File: src/rtl/neuron_sequencer_if.sv
// Control, config and memory-side bus of the neuron sequencer.
// The sequencer owns the address/result side; host and memories sit on the slave side.
interface neuron_sequencer_if #(
    parameter int DATA_W = 16,
    parameter int ADDR_W = 16
);
    logic              CfgWE;
    logic [2:0]        CfgAddr;
    logic [DATA_W-1:0] CfgData;
    logic              StartOperation;
    logic              ReadyForNextOp;
    logic [ADDR_W-1:0] IdxAddr;
    logic [DATA_W-1:0] IdxData;
    logic [ADDR_W-1:0] WtAddr;
    logic [DATA_W-1:0] WtData;
    logic [ADDR_W-1:0] InAddr;
    logic [DATA_W-1:0] InData;
    logic              ResWE;
    logic [ADDR_W-1:0] ResAddr;
    logic [DATA_W-1:0] ResData;
    logic              Done;

    modport master (
        input  CfgWE, CfgAddr, CfgData, StartOperation, IdxData, WtData, InData,
        output ReadyForNextOp, IdxAddr, WtAddr, InAddr, ResWE, ResAddr, ResData, Done
    );

    modport slave (
        output CfgWE, CfgAddr, CfgData, StartOperation, IdxData, WtData, InData,
        input  ReadyForNextOp, IdxAddr, WtAddr, InAddr, ResWE, ResAddr, ResData, Done
    );
endinterface

File: src/rtl/neuron_sequencer.sv
// Sparse-indexed dot-product sequencer: per neuron it gathers inputs through an index
// table, multiplies by weights, accumulates, applies an activation and writes one result.
module neuron_sequencer #(
    parameter int DATA_W = 16,
    parameter int ADDR_W = 16,
    parameter int FRAC_W = 8,
    parameter int ACC_W  = 40,
    parameter int CNT_W  = 16
) (
    input logic clk,
    input logic rst_n,
    neuron_sequencer_if.master bus
);
    typedef enum logic [2:0] {IDLE, IDX, IN, MAC, ACT, WR, DONE} state_t;

    localparam logic signed [DATA_W-1:0] maxV   = {1'b0, {(DATA_W-1){1'b1}}};
    localparam logic signed [DATA_W-1:0] minV   = {1'b1, {(DATA_W-1){1'b0}}};
    localparam logic signed [DATA_W-1:0] posLim = DATA_W'(1 << FRAC_W);
    localparam logic signed [DATA_W-1:0] negLim = -posLim;

    state_t state;

    logic [ADDR_W-1:0] inOffset, idxOffset, wtOffset, dest;
    logic [CNT_W-1:0]  numOps, numNeurons;
    logic [1:0]        actSel;

    logic [ADDR_W-1:0] idxBase, wtBase, destBase;
    logic [CNT_W-1:0]  opCnt, nrnCnt;
    logic signed [ACC_W-1:0]  acc;
    logic signed [DATA_W-1:0] wtQ;

    logic [ADDR_W-1:0] idxAddrQ, wtAddrQ, inAddrQ, resAddrQ;
    logic [DATA_W-1:0] resDataQ;
    logic              resWeQ, doneQ, readyQ;

    logic signed [2*DATA_W-1:0] prod;
    logic signed [ACC_W-1:0]    shifted;
    logic signed [DATA_W-1:0]   sat, actOut;
    logic [ADDR_W-1:0]          inAddrNext;
    logic [CNT_W:0]             opNext, nrnNext, nrnLimit;

    always_comb begin
        prod       = $signed(bus.InData) * wtQ;
        shifted    = acc >>> FRAC_W;
        inAddrNext = inOffset + ADDR_W'(bus.IdxData);
        opNext     = {1'b0, opCnt} + (CNT_W+1)'(1);
        nrnNext    = {1'b0, nrnCnt} + (CNT_W+1)'(1);
        nrnLimit   = (numNeurons == '0) ? (CNT_W+1)'(1) : {1'b0, numNeurons};
        // Fits in DATA_W only when every bit above the result sign matches it.
        if ((&shifted[ACC_W-1:DATA_W-1]) || !(|shifted[ACC_W-1:DATA_W-1]))
            sat = shifted[DATA_W-1:0];
        else
            sat = shifted[ACC_W-1] ? minV : maxV;
        case (actSel)
            2'd1:    actOut = sat[DATA_W-1] ? '0 : sat;
            2'd2:    actOut = (sat > posLim) ? posLim : ((sat < negLim) ? negLim : sat);
            default: actOut = sat;
        endcase
    end

    always_ff @(posedge clk or negedge rst_n) begin
        if (!rst_n) begin
            state      <= IDLE;
            inOffset   <= '0;
            idxOffset  <= '0;
            wtOffset   <= '0;
            dest       <= '0;
            numOps     <= '0;
            numNeurons <= '0;
            actSel     <= '0;
            idxBase    <= '0;
            wtBase     <= '0;
            destBase   <= '0;
            opCnt      <= '0;
            nrnCnt     <= '0;
            acc        <= '0;
            wtQ        <= '0;
            idxAddrQ   <= '0;
            wtAddrQ    <= '0;
            inAddrQ    <= '0;
            resAddrQ   <= '0;
            resDataQ   <= '0;
            resWeQ     <= 1'b0;
            doneQ      <= 1'b0;
            readyQ     <= 1'b1;
        end else begin
            resWeQ <= 1'b0;
            doneQ  <= 1'b0;
            case (state)
                IDLE: begin
                    if (bus.CfgWE) begin
                        case (bus.CfgAddr)
                            3'd0:    inOffset   <= ADDR_W'(bus.CfgData);
                            3'd1:    idxOffset  <= ADDR_W'(bus.CfgData);
                            3'd2:    wtOffset   <= ADDR_W'(bus.CfgData);
                            3'd3:    numOps     <= CNT_W'(bus.CfgData);
                            3'd4:    dest       <= ADDR_W'(bus.CfgData);
                            3'd5:    actSel     <= bus.CfgData[1:0];
                            3'd6:    numNeurons <= CNT_W'(bus.CfgData);
                            default: ;
                        endcase
                    end
                    if (bus.StartOperation) begin
                        acc      <= '0;
                        opCnt    <= '0;
                        nrnCnt   <= '0;
                        idxBase  <= idxOffset;
                        wtBase   <= wtOffset;
                        destBase <= dest;
                        readyQ   <= 1'b0;
                        if (numOps == '0) begin
                            state <= ACT;
                        end else begin
                            idxAddrQ <= idxOffset;
                            wtAddrQ  <= wtOffset;
                            state    <= IDX;
                        end
                    end
                end
                IDX: state <= IN;
                IN: begin
                    wtQ     <= bus.WtData;
                    inAddrQ <= inAddrNext;
                    state   <= MAC;
                end
                MAC: begin
                    acc   <= acc + ACC_W'(prod);
                    opCnt <= opNext[CNT_W-1:0];
                    if (opNext < {1'b0, numOps}) begin
                        idxAddrQ <= idxBase + ADDR_W'(opNext[CNT_W-1:0]);
                        wtAddrQ  <= wtBase + ADDR_W'(opNext[CNT_W-1:0]);
                        state    <= IDX;
                    end else begin
                        state <= ACT;
                    end
                end
                ACT: begin
                    resDataQ <= actOut;
                    resAddrQ <= destBase;
                    resWeQ   <= 1'b1;
                    state    <= WR;
                end
                WR: begin
                    nrnCnt <= nrnNext[CNT_W-1:0];
                    if (nrnNext < nrnLimit) begin
                        idxBase  <= idxBase + ADDR_W'(numOps);
                        wtBase   <= wtBase + ADDR_W'(numOps);
                        destBase <= destBase + ADDR_W'(1);
                        acc      <= '0;
                        opCnt    <= '0;
                        if (numOps == '0) begin
                            state <= ACT;
                        end else begin
                            idxAddrQ <= idxBase + ADDR_W'(numOps);
                            wtAddrQ  <= wtBase + ADDR_W'(numOps);
                            state    <= IDX;
                        end
                    end else begin
                        doneQ <= 1'b1;
                        state <= DONE;
                    end
                end
                DONE: begin
                    readyQ <= 1'b1;
                    state  <= IDLE;
                end
                default: state <= IDLE;
            endcase
        end
    end

    // The input address depends on the index word that only arrives during IN.
    assign bus.InAddr         = (state == IN) ? inAddrNext : inAddrQ;
    assign bus.IdxAddr        = idxAddrQ;
    assign bus.WtAddr         = wtAddrQ;
    assign bus.ResWE          = resWeQ;
    assign bus.ResAddr        = resAddrQ;
    assign bus.ResData        = resDataQ;
    assign bus.Done           = doneQ;
    assign bus.ReadyForNextOp = readyQ;
endmodule

File: src/flat_wrapper.sv
// flat-port wrapper written by rule: the top's interface ports become plain ports
module neuron_sequencer_flat 
#(
    parameter int DATA_W = 16,
    parameter int ADDR_W = 16,
    parameter int FRAC_W = 8,
    parameter int ACC_W  = 40,
    parameter int CNT_W  = 16
)
  (clk, rst_n, bus_CfgWE, bus_CfgAddr, bus_CfgData, bus_StartOperation, bus_IdxData, bus_WtData, bus_InData, bus_ReadyForNextOp, bus_IdxAddr, bus_WtAddr, bus_InAddr, bus_ResWE, bus_ResAddr, bus_ResData, bus_Done);
  neuron_sequencer_if #(.DATA_W(DATA_W), .ADDR_W(ADDR_W)) bus_i ();
  input logic clk;
  input logic rst_n;
  input wire logic [$bits(bus_i.CfgWE)-1:0] bus_CfgWE;
  input wire logic [$bits(bus_i.CfgAddr)-1:0] bus_CfgAddr;
  input wire logic [$bits(bus_i.CfgData)-1:0] bus_CfgData;
  input wire logic [$bits(bus_i.StartOperation)-1:0] bus_StartOperation;
  input wire logic [$bits(bus_i.IdxData)-1:0] bus_IdxData;
  input wire logic [$bits(bus_i.WtData)-1:0] bus_WtData;
  input wire logic [$bits(bus_i.InData)-1:0] bus_InData;
  output wire logic [$bits(bus_i.ReadyForNextOp)-1:0] bus_ReadyForNextOp;
  output wire logic [$bits(bus_i.IdxAddr)-1:0] bus_IdxAddr;
  output wire logic [$bits(bus_i.WtAddr)-1:0] bus_WtAddr;
  output wire logic [$bits(bus_i.InAddr)-1:0] bus_InAddr;
  output wire logic [$bits(bus_i.ResWE)-1:0] bus_ResWE;
  output wire logic [$bits(bus_i.ResAddr)-1:0] bus_ResAddr;
  output wire logic [$bits(bus_i.ResData)-1:0] bus_ResData;
  output wire logic [$bits(bus_i.Done)-1:0] bus_Done;
  assign bus_i.CfgWE = bus_CfgWE;
  assign bus_i.CfgAddr = bus_CfgAddr;
  assign bus_i.CfgData = bus_CfgData;
  assign bus_i.StartOperation = bus_StartOperation;
  assign bus_i.IdxData = bus_IdxData;
  assign bus_i.WtData = bus_WtData;
  assign bus_i.InData = bus_InData;
  assign bus_ReadyForNextOp = bus_i.ReadyForNextOp;
  assign bus_IdxAddr = bus_i.IdxAddr;
  assign bus_WtAddr = bus_i.WtAddr;
  assign bus_InAddr = bus_i.InAddr;
  assign bus_ResWE = bus_i.ResWE;
  assign bus_ResAddr = bus_i.ResAddr;
  assign bus_ResData = bus_i.ResData;
  assign bus_Done = bus_i.Done;
  neuron_sequencer #(.DATA_W(DATA_W), .ADDR_W(ADDR_W), .FRAC_W(FRAC_W), .ACC_W(ACC_W), .CNT_W(CNT_W)) u_core (.clk(clk), .rst_n(rst_n), .bus(bus_i));
endmodule
File: config.mk
export PLATFORM = sky130hd
export DESIGN_NAME = neuron_sequencer_flat
export DESIGN_NICKNAME = d
export VERILOG_FILES = /design/src/rtl/neuron_sequencer_if.sv /design/src/rtl/neuron_sequencer.sv /design/src/flat_wrapper.sv
export SDC_FILE = /design/constraint.sdc
export NUM_CORES = 2
export LEC_CHECK = 0
export CAP_MARGIN = 5
export CORE_MARGIN = 1
export CORE_UTILIZATION = 54
export CTS_CLUSTER_DIAMETER = 200
export DETAILED_ROUTE_END_ITERATION = 16
export GPL_TIMING_DRIVEN = 0
export HOLD_SLACK_MARGIN = 0.1
export PLACE_DENSITY = 0.83
export SETUP_SLACK_MARGIN = 0.3
export SLEW_MARGIN = 25
export SYNTH_ARGS = -nofsm -noshare
export SYNTH_HDL_FRONTEND = slang
export SYNTH_SLANG_ARGS = --single-unit
File: constraint.sdc
create_clock -name clk -period 7.2 [get_ports clk]
set_input_delay 1.44 -clock clk [delete_from_list [all_inputs] [get_ports clk]]
set_output_delay 1.44 -clock clk [all_outputs]
set_load 0.01 [all_outputs]
Word-level counts from Yosys, hierarchy flattened
Cells that the tools add are included.

cells by class
  add/sub/neg operators = 9
  multipliers = 1
  order comparisons = 4
  equal/unequal tests = 19
  multiplexer cells = 46
  reductions and logical operators = 23

operator list
  kind                                                                               number
  16-bit two-way mux                                                                 24
  16-bit case mux with 2 select lines                                                5
  16-bit case mux with 3 select lines                                                3
  40-bit case mux with 3 select lines                                                1
  16-bit adder                                                                       5
  40-bit two-way mux                                                                 2
  40-bit by 32-bit adder with 40-bit output                                          1
  16-bit by 1-bit adder with 17-bit output, second input constant                    2
  16-bit logical NOT                                                                 2
  16-bit by 16-bit multiplier with 32-bit output                                     1
  3-bit AND reduction                                                                9
  3-bit equality test, second input constant                                         6
  3-bit case mux with 6 select lines                                                 1
  17-bit by 16-bit < comparator with 1-bit output                                    1
  17-bit < comparator                                                                1
  17-bit AND reduction                                                               1
  17-bit OR reduction                                                                1
  16-bit by 1-bit adder with 16-bit output, second input constant                    1
  16-bit by 10-bit greater-than comparator with 1-bit output, second input constant  1
  16-bit by 9-bit < comparator with 1-bit output, second input constant              1
  15-bit two-way mux                                                                 1
  3-bit by 2-bit equality test with 1-bit output, second input constant              4
  3-bit two-way mux                                                                  4
  3-bit by 1-bit equality test with 1-bit output, second input constant              2
  other kinds (13)                                                                   22

storage, ports and cells
  bits in registers = 320
  input port bits = 71
  logic and storage cells = 125

Logic depth before layout (Yosys ltp)
  word-level depth = 8
  gate-level depth with buffers = 25
  mapped depth without buffers = 23

Worst setup path after synthesis
OpenSTA, ideal clock, no wires.

  path kind = input to register
  start = input bus_InData[13]
  end = register u_core.acc[39]
  arrival = 7258 ps
  setup slack = -128 ps
  stages = 24
  path through = clkbuf_1 -> nand2_1 -> fa_1 -> inv_1 -> fa_1 -> inv_1 -> fa_1 -> inv_1 -> fa_1 -> fa_1 -> inv_1 -> fa_1 -> inv_1 -> ha_1 -> buf_6 -> a21o_1 -> a21o_1 -> a21oi_2 -> o211ai_4 -> a31oi_4 -> o21ai_2 -> a311o_1 -> or4_1 -> nand3_1

between the ends
  longest elaborated chain between the ends = 3

ends and longest elaborated chain
  what                                            line                     RTL
  from (decl)                                     flat_wrapper.sv:20       input wire logic [$bits(bus_i.InData)-1:0] bus_InData;
  16-bit by 16-bit multiplier with 32-bit output  neuron_sequencer.sv:43   prod = $signed(bus.InData) * wtQ;
  40-bit by 32-bit adder with 40-bit output       neuron_sequencer.sv:127  acc <= acc + ACC_W'(prod);
  40-bit case mux with 3 select lines             neuron_sequencer.sv:89   case (state)
  to (signal assigned)                            neuron_sequencer.sv:127
  to (decl)                                       neuron_sequencer.sv:29   logic signed [ACC_W-1:0] acc;

No other way between the ends.
A chain may end at the register's enable or synchronous reset.

Worst setup path after layout
  start = input bus_InData[15]
  end = register u_core.acc[39]

Same word-level chain as after synthesis.

==> run metrics <==
Tcrit/Tclk final 96.1%; unrepaired setup endpoints after global routing true; synthesized area per cell 9.40 µm²; Critical Path Fanout Max 8; GRT Overall Usage 31.3%; CTS Buf Count 37; commonest cells in the netlist inv_1, nand2_1, fa_1; synth-to-layout area growth 16.2%; Slew Limit Fails 0; synth top area cells dfrtp_1, fa_1, ha_1; initial antenna violation count 2; Yosys top cell area share 26.3%; yosys warns 0; Distinct cells, synth 103; beginning of the worst hold path u_core.bus.ResAddr[0]$_DFFE_PN0P_; fmax 0.145 GHz; vias in the first global route 25336; min Tclk post-route 6920 ps; worst-margin pin slew roughly 1000 ps; clk sinks 320; post-synthesis cell count 3224; top sig layer met4; Core Box Area 55300 µm²; final setup TNS 0 ps; M1 WL 34000 µm; worst setup path class in -> reg; first-pass GRT wire length 138000 µm; CTS Buffer Depth 3; die area 57100 µm²; sequential area share after synthesis 26.4%; DRT iter0 DRCs 2091; final net count slightly above 4000; top_reg_cell synth dfrtp_1; Remaining DRCs 0; vias 24777; final core utilization between 60 and 70%; Mapped Area approximately 30000 µm²; FP Rows 86; average wire per standard cell between 20 and 25 µm; final setup fails 0; Clock Skew 46.2 ps; WL met2 41700 µm; share of layout cells above drive strength 1 11.5%; TritonCTS clock tree done; Max Cap Violations 0; aggregate global routing overflow 0; clk_lat worst skew 580 ps; count leader, synth inv_1; Met3 Wirelength 6950 µm; CP Data Required Time between 7000 and 8000 ps; critical path startpoint bus_InData[15]; remaining antenna violation count 0; CTS Hold Buffers Added 0; fillers 4362; H-tree depth 2; share of async-settable or async-resettable flops after synthesis between 90% and 100%; Arr. time, crit path about 7400 ps; Worst R2R Start u_core.wtQ[5]$_DFFE_PN0P_; Worst Setup End Kind flop; clk slew on worst S/H paths around 60 ps; GPL Wtd Cong 0.967; syn_nets 3856; status completed; DR vias/cell ~5.8; clock root buffer clkbuf_16; synthesized flop and latch total 320; Worst Hold Class reg -> reg; Port Buffers 151; area leader, netlist dfrtp_1; number of flops mapped to enable cells by yosys 0; Die Width 239 µm; Worst slew margin 33.0%; Top-Level Pins 154; final hold vios 0; wirelength, routed 87800 µm; dpl cells 4126; chip height ~240 µm; fin cells 4242; post-detail-place hpwl 67100 µm; CP Launch Type input port; initial core utilization approximately 55%; largest net degree at the start of global routing 91; Pre-Repair DR Iteration Count 6
## path summary, 6_finish.rpt
check	to	slack, ps	cells after the start
max in group asynchronous	u_core.bus.IdxAddr[7]$_DFFE_PN0P_	5110	3
worst max register to register	u_core.acc[39]$_DFFE_PN0P_	360	24
worst max-delay path	u_core.acc[39]$_DFFE_PN0P_	280	25
min in group asynchronous	u_core.wtQ[13]$_DFFE_PN0P_	770	1
worst min-delay path	u_core.bus.ResAddr[0]$_DFFE_PN0P_	470	2
worst min register to register	u_core.bus.ResAddr[0]$_DFFE_PN0P_	470	2
## layout make-up
class	count	area, µm²	share of cell area (%)
Clock inverter	19	250	0.710
Clock buffer	48	1070	3.03
Multi-Input combinational cell	2303	20300	57.7
Antenna cell	1	2.50	0.00710
Buffer	117	759	2.16
Timing Repair Buffer	202	2040	5.78
Tap cell	748	936	2.66
Sequential cell	320	8010	22.7
Inverter	484	1830	5.18
## per-stage QoR
stage / setup slack [ps] / hold slack [ps] / instance area (µm²)
after floorplan: 156 / 456 / 30600
after detailed placement: -1210 / 462 / 33100
after global routing: 110 / 497 / 35200
after CTS: 304 / 476 / 34600
final: 282 / 473 / 35200
after global placement: -9440 / 459 / 33100
## critical path, cell delays in order
cell and delay [ps]:
buf_12 110, buf_8 110, nand2_4 60, fa_1 560, inv_2 60, fa_1 590, clkinv_4 100, buf_12 150
fa_1 490, inv_1 60, fa_1 500, fa_1 500, inv_1 60, fa_1 480, inv_1 70, ha_4 240
nand4_1 150, nor3_1 80, a211oi_1 260, o21ai_2 120, a31oi_4 210, o21ai_4 100, a311o_1 390, or4_4 430
nand3_2 80
## state kept, by name, indices dropped and copies added (netlist names), 3 cells and up
register,count
u_core.inAddrQ,16
u_core.dest,16
u_core.numNeurons,16
u_core.bus.ResData,16
u_core.bus.ResAddr,16
u_core.acc,40
u_core.wtQ,16
u_core.idxBase,16
u_core.bus.WtAddr,16
u_core.wtBase,16
u_core.nrnCnt,16
u_core.state,3
u_core.idxOffset,16
u_core.opCnt,16
u_core.destBase,16
u_core.inOffset,16
u_core.bus.IdxAddr,16
u_core.wtOffset,16
u_core.numOps,16
## cells in the final DEF (no fill, tap or decap), types with 14 or more instances in the layout
cell type          n
buf_4             45
ha_1             213
a21oi_1          128
nand3_1           40
buf_2             21
o22ai_1           14
inv_1            475
a211oi_1          18
mux2_2           101
xnor2_1           77
clkbuf_1          54
o21a_1            16
nand4_1           21
fa_1             323
or3_1             16
clkbuf_16         45
nor2_1           134
a31oi_1           35
a21o_1            44
nor3_1            33
nand2_1          410
o21ai_1           30
a22o_1            20
o21ai_0          182
and2_1           122
and3_1            22
clkdlybuf4s50_1  134
o21bai_1          14
dfrtp_1          319
xor2_1            46
## cells by family (layout without fill, tap and decap cells)
family | count (synthesis) | after routing | synth area share [%]
AOI/OAI and AO/OA | 612 | 612 | 12.9
other | 0 | 1 | 0
DFF | 320 | 320 | 26.4
adders and majority gates | 561 | 561 | 31.4
muxes | 106 | 106 | 3.92
xor gates and xnor gates | 123 | 123 | 3.55
buffers and inverters | 601 | 870 | 7.62
and+or+nand+nor | 901 | 901 | 14.2
## repair_timing
item	4_1_cts	5_1_grt
resized for setup	120	91
pin swaps	14	42
setup buffers	12	34
cloned	1	1
endpoints found under the setup margin	25	16
## per-layer routing
| layer | vias to the layer above | track usage, % |
|---|---|---|
| met5 | - | 0 |
| met4 | 0 | 16.4 |
| met3 | 306 | 5.52 |
| met2 | 1157 | 51.5 |
| met1 | 12183 | 39.6 |
| li1 | 11131 | - |
Power is left out: the tool's default activity adds up to more than one toggle a clock period on the data nets, which glitch-free logic cannot reach.
